File: config.mk
export PLATFORM = sky130hd
export DESIGN_NAME = pulse_stretch
export DESIGN_NICKNAME = d
export VERILOG_FILES = /design/src/rtl/pulse_stretch.sv
export SDC_FILE = /design/constraint.sdc
export NUM_CORES = 1
export LEC_CHECK = 0
export ABC_AREA = 0
export BUFFER_PORTS_ARGS = -buffer_cell sky130_fd_sc_hd__buf_2
export CAP_MARGIN = 20
export CORE_MARGIN = 5
export CORE_UTILIZATION = 35
export DETAILED_ROUTE_END_ITERATION = 7
export HOLD_SLACK_MARGIN = 0.02
export PLACE_DENSITY_LB_ADDON = 0.25
export SYNTH_ARGS = -nofsm -noshare
export SYNTH_HDL_FRONTEND = slang
export SYNTH_SLANG_ARGS = --single-unit
File: constraint.sdc
create_clock -name clk -period 6.35 [get_ports clk]
set_input_delay 1.27 -clock clk [delete_from_list [all_inputs] [get_ports clk]]
set_output_delay 1.27 -clock clk [all_outputs]
set_load 0.05 [all_outputs]
File: src/rtl/pulse_stretch.sv
// pulse_stretch: turns one-cycle trigger events into a high level of
// programmable length, followed by a forced low gap so a downstream edge
// detector sees every output as a separate rising edge. Triggers that are
// not honoured are tallied in a saturating counter.
module pulse_stretch #(
  parameter int LEN_BITS   = 16,
  parameter int GAP_CYCLES = 2,
  parameter int DROP_BITS  = 8
) (
  input  logic                 clk,
  input  logic                 reset,
  input  logic                 trigger,
  input  logic [LEN_BITS-1:0]  length,
  input  logic                 retrigger_en,
  output logic                 level,
  output logic                 busy,
  output logic                 done,
  output logic [DROP_BITS-1:0] dropped
);

  // Gap counter needs at least one bit even when the gap is disabled.
  localparam int GAP_W = (GAP_CYCLES < 2) ? 1 : $clog2(GAP_CYCLES + 1);

  typedef enum logic [1:0] {
    IDLE   = 2'd0,
    ACTIVE = 2'd1,
    GAP    = 2'd2
  } state_t;

  state_t              state;
  logic [LEN_BITS-1:0] counter;
  logic [GAP_W-1:0]    gap_cnt;
  logic                len_ok;
  logic                reload;
  logic                drop_evt;

  // Classify the current trigger: accepted reload, or dropped event.
  always_comb begin
    len_ok   = (length != '0);
    reload   = (state == ACTIVE) && trigger && retrigger_en && len_ok;
    drop_evt = trigger && ((state == GAP) || ((state == ACTIVE) && !reload));
  end

  assign busy = (state != IDLE);

  // Main sequencer: counter holds the remaining high cycles including the
  // current one, so the output ends in the cycle where it reads 1.
  always_ff @(posedge clk) begin
    if (reset) begin
      state   <= IDLE;
      counter <= '0;
      gap_cnt <= '0;
      level   <= 1'b0;
      done    <= 1'b0;
      dropped <= '0;
    end else begin
      done <= 1'b0;
      if (drop_evt && (dropped != '1)) begin
        dropped <= dropped + DROP_BITS'(1);
      end
      unique case (state)
        IDLE: begin
          if (trigger && len_ok) begin
            state   <= ACTIVE;
            counter <= length;
            level   <= 1'b1;
          end
        end
        ACTIVE: begin
          if (reload) begin
            counter <= length;
          end else if (counter == LEN_BITS'(1)) begin
            counter <= '0;
            level   <= 1'b0;
            done    <= 1'b1;
            if (GAP_CYCLES > 0) begin
              state   <= GAP;
              gap_cnt <= GAP_W'(GAP_CYCLES);
            end else begin
              state <= IDLE;
            end
          end else begin
            counter <= counter - LEN_BITS'(1);
          end
        end
        GAP: begin
          if (gap_cnt <= GAP_W'(1)) begin
            state   <= IDLE;
            gap_cnt <= '0;
          end else begin
            gap_cnt <= gap_cnt - GAP_W'(1);
          end
        end
        default: begin
          state <= IDLE;
          level <= 1'b0;
        end
      endcase
    end
  end

endmodule

# Word-level counts from Yosys, hierarchy flattened

Index checks and enable logic that the tools add are counted.

Add/sub/neg operators: 3
$mul: 0
Div/mod/pow operators: 0
Magnitude comparators: 1
Equality and inequality tests: 8
Shift-type cells: 0
Multiplexer cells: 16
Bitwise logic cells: 2
Reductions and logical operators: 19

Operators with widths:

| operator                | number |
|---|---|
| $mux W16                | 3 |
| $pmux W16 S2            | 1 |
| $eq A16 B1 Y1 const B   | 1 |
| $reduce_bool A16 Y1     | 1 |
| $sub A16 B1 Y16 const B | 1 |
| $mux W2                 | 5 |
| $add A8 B1 Y8 const B   | 1 |
| $ne A8 B8 Y1 const B    | 1 |
| $reduce_and A4 Y1       | 2 |
| $logic_and A1 B1 Y1     | 7 |
| $pmux W2 S3             | 1 |
| $reduce_bool A2 Y1      | 3 |
| $mux W1                 | 4 |
| $ne A2 B1 Y1 const B    | 2 |
| $ne A2 B2 Y1 const B    | 2 |
| $pmux W2 S2             | 1 |
| $pmux W1 S3             | 1 |
| $reduce_and A3 Y1       | 1 |
| $reduce_or A3 Y1        | 1 |
| $eq A2 B1 Y1 const B    | 1 |
| $eq A2 B2 Y1 const B    | 1 |
| $le A2 B1 Y1 const B    | 1 |
| $logic_not A2 Y1        | 1 |
| $not A1 Y1              | 2 |
| other kinds (4)         | 4 |

Register bits: 30
Bits in latches: 0
Bits in writable memories: 0
ROM bits: 0
Input bits: 20
Output and inout bits: 11
Word-level logic and storage cells: 55
Memories kept: 0

# Longest topological paths before layout

Gate-level depths: netlist of the first run.

Depth after elaboration: 9
Depth in mapped cells: 8
Mapped depth without buffers: 7

# Worst setup path after synthesis of the first run

OpenSTA, ideal clock, no wires.

Path kind: input to register
From: in length[0]
To: reg dropped[5]
Library setup time: 121 ps
Arrival: 3,084 ps
Required time: 6,229 ps
Slack: 3,146 ps
Stages: 6
Cell sequence: or4_1 > nor4_1 > o311ai_1 > clkbuf_1 > nor4_1 > mux2_2

Cells in the longest elaborated chain, start to end: 7

Ends and longest elaborated chain:

| item                   | line | source |
|---|---|---|
| start: declaration     | 13   | `input logic [LEN_BITS-1:0] length,` |
| $reduce_bool A16 Y1    | 39   | `len_ok = (length != '0);` |
| $logic_and A1 B1 Y1    | 40   | `reload = (state == ACTIVE) && trigger && retrigger_en && len_ok;` |
| $logic_not A1 Y1       | 41   | `drop_evt = trigger && ((state == GAP) \|\| ((state == ACTIVE) && !reload));` |
| $logic_and A1 B1 Y1    | 41   |  |
| $logic_or A1 B1 Y1     | 41   |  |
| $logic_and A1 B1 Y1    | 41   |  |
| $logic_and A1 B1 Y1    | 58   | `if (drop_evt && (dropped != '1)) begin` |
| end signal: assignment | 59   | `dropped <= dropped + DROP_BITS'(1);` |
| end: declaration       | 18   | `output logic [DROP_BITS-1:0] dropped` |

No other way between the ends.
A chain may end at the register's enable or synchronous reset.

# Worst setup path after layout of the first run

From: in length[0]
To: reg gap_cnt[1]

Cells in the longest elaborated chain, start to end: 4

Ends and longest elaborated chain:

| item                        | line | source |
|---|---|---|
| $reduce_bool A16 Y1         | 39   |  |
| $logic_and A1 B1 Y1         | 40   |  |
| $ne A2 B2 Y1 (no line)      | --   |  |
| $reduce_and A3 Y1 (no line) | --   |  |
| end signal: assignment      | 78   | `gap_cnt <= GAP_W'(GAP_CYCLES);` |
| end signal: assignment      | 91   | `gap_cnt <= gap_cnt - GAP_W'(1);` |
| end: declaration            | 32   | `logic [GAP_W-1:0] gap_cnt;` |

No other way between the ends.

==> results_dict.tcl, run 1 <==
set metrics [dict create \
    status "finished clean" \
    reg2reg_to "counter[8]" \
    setup_viol 0 \
    rsz0062_at_grt "false" \
    n_fill_cell 552 \
    grt_pass1_vias 1763 \
    track_usage 0.1669 \
    ys_warn_count 0 \
    synth_xor_area_frac 0.01435 \
    clockRootBuffer "clkbuf_8" \
    gp_congestion 0.8377 \
    dr.pass1.iters 4 \
    cts_tree "yes" \
    syn_nets 253 \
    synthMuxAreaShare 0.03486 \
    seq_area_frac_synth 0.3281 \
    nets 282 \
    hpwl_microns 3760 \
    wire_per_inst_microns 15.68 \
    clock.fmax_mhz 302.7 \
    vias_per_cell 5.782 \
    synth-seq-cells 30 \
    htree_num_levels 2 \
    synth-simple-area-share 0.2536 \
    die_h_microns 82.32 \
    ioPinCount 31 \
    post_cts_resize_count 0 \
    grt_max_degree 20 \
    antenna_left 0 \
    start_util 0.3584 \
    ys_types 41 \
    rows 26 \
    synthArstFlopShare 0 \
    syn_area_sq_mm 0.001831 \
    synth-compound-area-share 0.2994 \
    post-route-period-util 0.5202 \
    post_cts_buffers 0 \
    synth_top_family_by_area "compound AO/OA/AOI/OAI gates" \
    path_class "primary input to register" \
    worstPathRequired_ns 6.56 \
    period_needed_ns 3.303 \
    drt-initial-drc-count 144 \
    ys.flop_type "dfxtp_1" \
    grt_overflow 0 \
    cp_max_fo 13 \
    drc_errors 0 \
    cts_buffers 5 \
    multi_input_area_sq_mm 0.001140 \
    worstSetupStartpoint "length[0]" \
    final_core_utilization 0.4184 \
    coreArea_sq_mm 0.005107 \
    endpoint_kind "register" \
    ir_drop_uv 93.66 \
    final_max_slew_viol_count 0 \
    cp_data_arrival_time_ns 3.52 \
    cts_hold_buffers 0 \
    cts_sinks 30 \
    die-width_microns 82.32 \
    rr_worst_depth 6 \
    antenna_found_initial 0 \
    synthToLayoutAreaGrowth_pct 16.75 \
    dpl_cell_area_sq_mm 0.002046 \
    ff2ff_setup_slack_ns 3.95 \
    crit_end "gap_cnt[1]" \
    clock_path_buffers 2 \
    max_slew_margin 0.4635 \
    leakagePower_nw 0.8060 \
    regArea_sq_um 600.6 \
    wl_microns 5174 \
    n_antenna_cell 0 \
    synthCells 230 \
    layout-drive-gt1-share 0.1923 \
    design_area_sq_mm 0.002137 \
    synth_area_per_cell_sq_um 7.959 \
    die_area_sq_mm 0.006777 \
    vias 1908 \
    synth_edf_count 0 \
    clk_pin_slew_ns 0.06 \
    worst_pin_slew_ns 0.8013 \
    tns_ns 0 \
    timing.clock.skew_ns 0.004988 \
    crit_path_start_kind "primary input" \
    maxCapViolCount 0 \
    clk_latency_ns 0.28 \
    synth_fa_ha_area_frac 0.02051 \
    p_per_area_mw_per_mm2 228.5 \
    io_buffers 30 \
    grt_pass1_wl_microns 8694 \
    rr_startpoint "counter[0]" \
    final-hold-violation-count 0 \
    min_path_type "register to register" \
]
[cell type report]
cell class | instances | share of cell area
multi-input combinational | 178 | 0.5334
sequential | 30 | 0.2810
timing repair buffer | 34 | 0.08431
tap | 70 | 0.04098
clock buffer | 7 | 0.04040
inverter | 10 | 0.01756
clock inverter | 1 | 0.002342
[worst max-delay path, stage by stage]
cell	delay [ns]
buf_2	0.11
or4_1	0.63
o41a_1	0.49
a211oi_4	0.64
nand4_2	0.21
a21oi_1	0.16
[cells in the mapped netlist (2+ instances only)]
library cell | count | share of area
and4_1 | 2 | 0.0096
o22ai_1 | 5 | 0.017
xnor2_1 | 3 | 0.014
mux2_2 | 3 | 0.018
o211ai_1 | 6 | 0.025
dfxtp_1 | 30 | 0.33
a22oi_1 | 2 | 0.0082
nor3_1 | 11 | 0.030
or4_4 | 2 | 0.012
nand4_1 | 2 | 0.0068
and3_1 | 2 | 0.0068
nor2b_1 | 3 | 0.010
o221ai_1 | 7 | 0.033
mux2i_1 | 3 | 0.016
nand2_1 | 14 | 0.029
a21oi_1 | 26 | 0.071
nand3_1 | 9 | 0.025
o31ai_1 | 5 | 0.021
nor4_1 | 8 | 0.027
a32oi_1 | 2 | 0.0096
inv_1 | 9 | 0.018
or4_1 | 6 | 0.025
ha_1 | 3 | 0.021
a211oi_1 | 4 | 0.016
o21ai_0 | 18 | 0.049
clkbuf_1 | 11 | 0.023
or3_1 | 5 | 0.017
a31oi_1 | 2 | 0.0068
nor2_1 | 15 | 0.031
[placed cells by master (no fill, tap or decap), drive strengths merged, types with 5 or more instances in the layout]
cell     n
o31ai    5
or4      8
o211ai   6
nor2    15
a211oi   5
nand3    9
o221ai   7
dfxtp   30
o22ai    5
a21oi   26
or3      5
nor3    11
nor4     8
clkbuf   7
inv      9
nand2   14
o21ai   18
buf     34
[routing by layer]
metal  track usage  vias to the layer above  wire length (microns)
met3       0.03796                        8                    283
li1              -                      949                      -
met2        0.2524                       55                   2241
met4       0.05980                        0                     84
met5             0                        -                      0
met1        0.2307                      896                   2565
[sequential cells by signal, summed over array words and instances, names as in the netlist]
register and count:
dropped 8, gap_cnt 2, state 2, done 1
counter 16, level 1
[logic make-up (layout without fill, tap and decap cells)]
kind of cell | count (synthesis) | count (layout)
xor+xnor | 3 | 3
flops | 30 | 30
compound gates | 82 | 82
fa+ha+maj | 3 | 3
buf+inv | 22 | 52
simple gates | 84 | 84
mux | 6 | 6
[metrics by stage]
step / cells / hold slack [ns] / power [mW] / setup WS (ns)
floorplan: 230 / 0.4614 / 0.2957 / 3.146
global placement: 322 / 0.4816 / 0.3275 / 2.832
detailed placement: 322 / 0.4822 / 0.3275 / 2.798
CTS: 330 / 0.4916 / 0.4912 / 3.080
global route: 330 / 0.5357 / 0.5150 / 2.963
finish: 330 / 0.4958 / 0.4883 / 3.047
[power breakdown]
part	switching [mW]	leakage (nW)	internal, mW	total [mW]
clock	0.0754	0.0482	0.0874	0.163
combinational	0.0666	0.511	0.0419	0.108
sequential	0.0169	0.247	0.200	0.217
[worst min-delay path by stage]
stage / startpoint / to / slack [ns] / depth (start not counted)
final: gap_cnt[1] / state[1] / 0.50 / 2
after global routing: level / level / 0.54 / 2
after detailed placement: gap_cnt[1] / state[1] / 0.48 / 2
after global placement: gap_cnt[1] / state[1] / 0.48 / 2
after CTS: gap_cnt[1] / state[1] / 0.49 / 2
after floorplan: gap_cnt[1] / state[1] / 0.46 / 2
No activity file was read; power rests on OpenSTA's default activity.
==> inputs of run 2 (changes only) <==
- clock period: 6.35 -> 3.4 ns (I/O delays scaled with it)
==> results_dict.tcl, run 2 (synthesis results as in run 1) <==
set metrics [dict create \
    status "finished clean" \
    post_cts_buffers 0 \
    drt-initial-drc-count 109 \
    gp_congestion 0.8156 \
    cts_hold_buffers 0 \
    post-route-period-util 0.7606 \
    setup_viol 0 \
    wl_microns 5175 \
    post_cts_resize_count 0 \
    cp_data_arrival_time_ns 2.76 \
    wire_per_inst_microns 15.63 \
    antenna_found_initial 0 \
    n_antenna_cell 0 \
    die-width_microns 82.32 \
    min_path_type "register to register" \
    synthToLayoutAreaGrowth_pct 17.36 \
    leakagePower_nw 0.8101 \
    final_max_slew_viol_count 0 \
    period_needed_ns 2.586 \
    dp_cells 323 \
    path_class "primary input to register" \
    tns_ns 0 \
    crit_path_start_kind "primary input" \
    track_usage 0.1642 \
    grt_pass1_vias 1700 \
    cp_max_fo 13 \
    start_util 0.3584 \
    clock_path_buffers 2 \
    coreArea_sq_mm 0.005107 \
    htree_num_levels 2 \
    maxCapViolCount 0 \
    layout_common_cells "dfxtp_1, buf_2, a21oi_1" \
    p_per_area_mw_per_mm2 426.3 \
    layout-drive-gt1-share 0.1992 \
    rows 26 \
    die_h_microns 82.32 \
    antenna_left 0 \
    clk_pin_slew_ns 0.07 \
    cts_sinks 30 \
    max_slew_margin 0.4388 \
    ir_drop_uv 182.3 \
    vias_per_cell 5.776 \
    grt_pass1_wl_microns 8459 \
    drc_errors 0 \
    n_fill_cell 554 \
    clock.fmax_mhz 386.7 \
    hold_slack_ns 0.5031 \
    grt_overflow 0 \
    worstPathRequired_ns 3.58 \
    finalWorstSetupSlack_ns 0.8139 \
    dr.pass1.iters 4 \
    top_register "counter" \
    cts_buffers 5 \
    vias 1912 \
    power_mw 0.9159 \
    cts_tree "yes" \
    worst_pin_slew_ns 0.8381 \
    die_area_sq_mm 0.006777 \
    final-hold-violation-count 0 \
    clockRootBuffer "clkbuf_8" \
    largest_reg_flops 16 \
    hpwl_microns 3731 \
    reg.largest.list "counter x16, dropped x8" \
    endpoint_kind "register" \
    stdcell_count 331 \
    ioPinCount 31 \
    place_ws_ns 0.4977 \
    grt_max_degree 20 \
    io_buffers 30 \
    clk_latency_ns 0.29 \
    timing.clock.skew_ns 0.005517 \
    rsz0062_at_grt "false" \
    nets 283 \
]
run 2: cell types whose count changed in the layout (fill, tap and decap cells not counted):
cell	before	now
buf_4	4	5
clkbuf_1	1	0
clkinvlp_4	0	1
run 2: stage by stage:
| stage | util | area (sq um) |
|---|---|---|
| detailed placement | 0.4020 | 2053 |
| floorplan | - | 1831 |
| global placement | 0.4020 | 2053 |
| finish | 0.4206 | 2148 |
| global route | 0.4206 | 2148 |
| CTS | 0.4206 | 2148 |
run 2: path summary, 6_finish.rpt:
check	depth (start not counted)	endpoint	slack [ns]	from
worst min register to register	2	state[1]	0.50	gap_cnt[1]
worst max-delay path	7	dropped[5]	0.81	length[8]
worst min-delay path	2	state[1]	0.50	gap_cnt[1]
worst max register to register	6	counter[8]	1.02	counter[0]
run 2: layout make-up:
class | count | area, sq um | area share
timing repair buffer | 35 | 187.7 | 0.08736
multi-input combinational | 178 | 1140 | 0.5306
sequential | 30 | 600.6 | 0.2796
clock buffer | 6 | 82.58 | 0.03844
inverter | 10 | 37.54 | 0.01747
tap | 70 | 87.58 | 0.04077
clock inverter | 2 | 12.51 | 0.005824
run 2: critical path: stages:
cell	delay [ns]
buf_2	0.12
or4_4	0.57
nor4_1	0.36
o311ai_1	0.12
buf_4	0.19
nor4_1	0.35
mux2_2	0.37
run 2: layer usage:
layer,wire length (microns),global-route usage,vias up
met5,0,0,-
met4,112,0.06146,0
met3,235,0.04230,11
met2,2250,0.2396,44
met1,2575,0.2299,906
li1,-,-,951
run 2: power by group:
part	leakage [nW]	switching, mW	internal (mW)	total, mW
Sequential	0.247	0.0312	0.374	0.405
Combinational	0.516	0.124	0.0791	0.203
Clock	0.0472	0.145	0.163	0.307
Total	0.810	0.300	0.615	0.916
==> inputs of run 3 (changes only) <==
- clock period: 3.4 -> 2.1 ns (I/O delays scaled with it)
==> results_dict.tcl, run 3 (synthesis results as in run 1) <==
set metrics [dict create \
    wl_microns 5962 \
    min_path_type "primary input to register" \
    worstPathRequired_ns 2.27 \
    wire_per_inst_microns 16.61 \
    cpPeakStageDelay_ns 0.58 \
    cp_num_buf_inv 2 \
    grt_overflow 0 \
    clock_path_buffers 2 \
    coreArea_sq_mm 0.005107 \
    io_buffers 30 \
    final_core_utilization 0.5118 \
    cpMaxStageDelayCell "or4_4" \
    p_switching_mw 0.5093 \
    hold_slack_ns 0.4266 \
    clk_latency_ns 0.28 \
    path_class "primary input to register" \
    top_register "counter" \
    grt_use_met1 0.2549 \
    clock.fmax_mhz 477.9 \
    crit_path_start_kind "primary input" \
    vias_per_cell 5.805 \
    use_met3 0.04121 \
    period_needed_ns 2.093 \
    use_met2 0.2740 \
    synthToLayoutAreaGrowth_pct 42.79 \
    gp_congestion 0.8910 \
    p_comb_frac 0.279 \
    layout_common_cells "dfxtp_1, buf_4, buf_2" \
    antenna_found_initial 0 \
    max_slew_margin 0.5836 \
    largest_reg_flops 16 \
    dr.pass1.iters 4 \
    clockRootBuffer "clkbuf_8" \
    crit_family "compound AO/OA/AOI/OAI gates" \
    tns_ns 0 \
    worst_pin_slew_ns 0.6239 \
    drc_errors 0 \
    final_max_slew_viol_count 0 \
    leakagePower_nw 1.010 \
    die-width_microns 82.32 \
    grt_pass1_vias 1973 \
    cts_sinks 30 \
    htree_num_levels 2 \
    endpoint_kind "register" \
    path_cells "buf_2 -> or4_4 -> o41a_1 -> a211oi_4 -> buf_12 -> mux2i_1 -> nor3_1" \
    busiest_layer "met2" \
    cts_buffers 5 \
    die_h_microns 82.32 \
    cp_max_fo 8 \
    track_usage 0.1837 \
    start_util 0.3584 \
    power.share.sequential 0.421 \
    power_mw 1.558 \
    die_area_sq_mm 0.006777 \
    reg.largest.list "counter x16, dropped x8" \
    cts_tree "yes" \
    timing.clock.skew_ns 0.002943 \
    grt_max_degree 19 \
    ir_drop_uv 261.1 \
    cp_data_arrival_time_ns 2.27 \
    internal_power_mw 1.049 \
    hpwl_microns 4163 \
    maxCapViolCount 0 \
    status "finished clean" \
    vias 2084 \
    grt_pass1_wl_microns 9618 \
    drt-initial-drc-count 120 \
    dp_cells 347 \
    rows 26 \
    layout-drive-gt1-share 0.3633 \
    final-hold-violation-count 0 \
    clk_pin_slew_ns 0.06 \
    n_antenna_cell 0 \
    stdcell_count 359 \
    ioPinCount 31 \
    post-route-period-util 0.9965 \
    rsz0062_at_grt "true" \
    nets 313 \
    setup_viol 0 \
    antenna_left 0 \
    pwr-share-clk 0.300 \
    p_per_area_mw_per_mm2 596.1 \
    p_sw_frac 0.3269 \
]
## run 3: changes by cell type in the layout (fill, tap and decap cells not counted), sizes merged
cell,before,now
o311ai,1,2
clkinv,2,1
clkinvlp,1,0
buf,35,64
## run 3: final timing paths
path / start / to / slack, ns / depth (start not counted)
hold / removal: length[0] / counter[0] / 0.43 / 3
setup / recovery: length[15] / counter[13] / 0.007 / 7
setup reg to reg: counter[6] / counter[8] / 0.09 / 6
hold reg to reg: gap_cnt[1] / state[1] / 0.49 / 2
## run 3: what timing repair did
action / in CTS / in global routing
gates cloned: 1 / 0
setup buffers: 2 / 3
resized for setup: 3 / 20
pin swaps: 3 / 12
hold buffers: 0 / 0
setup endpoints to repair: 6 / 20
## run 3: per-stage QoR
step                setup slack (ns)  instance area (sq um)
finish                      0.007418                   2614
global route                -0.03396                   2614
CTS                        -0.003314                   2469
detailed placement           -0.4120                   2335
global placement             -0.3322                   2335
floorplan                    -0.1369                   1921
## run 3: power by group through the flow
stage | Sequential, mW | Clock (mW) | Combinational (mW)
floorplan | 0.662 | 0 | 0.248
global placement | 0.663 | 0 | 0.391
detailed placement | 0.663 | 0 | 0.392
CTS | 0.651 | 0.482 | 0.403
global route | 0.663 | 0.503 | 0.473
finish | 0.655 | 0.467 | 0.435
## run 3: worst register-to-register path, cell delays in order (launching register included)
cell	delay [ns]
dfxtp_1	0.40
or4_1	0.59
nor4_1	0.36
buf_4	0.20
o21ai_0	0.08
a22oi_1	0.19
a21oi_1	0.08
## run 3: final cells by class
class | instances | area, sq um
tap | 70 | 87.58
multi-input combinational | 179 | 1334
sequential | 30 | 600.6
fill | 514 | 2494
clock buffer | 6 | 82.58
timing repair buffer | 64 | 471.7
inverter | 10 | 37.54
## run 3: per-layer routing
metal / vias to the layer above / part of all wire
met5: - / 0
met4: 0 / 0.016
met3: 8 / 0.064
met2: 60 / 0.46
met1: 1000 / 0.46
li1: 1016 / -
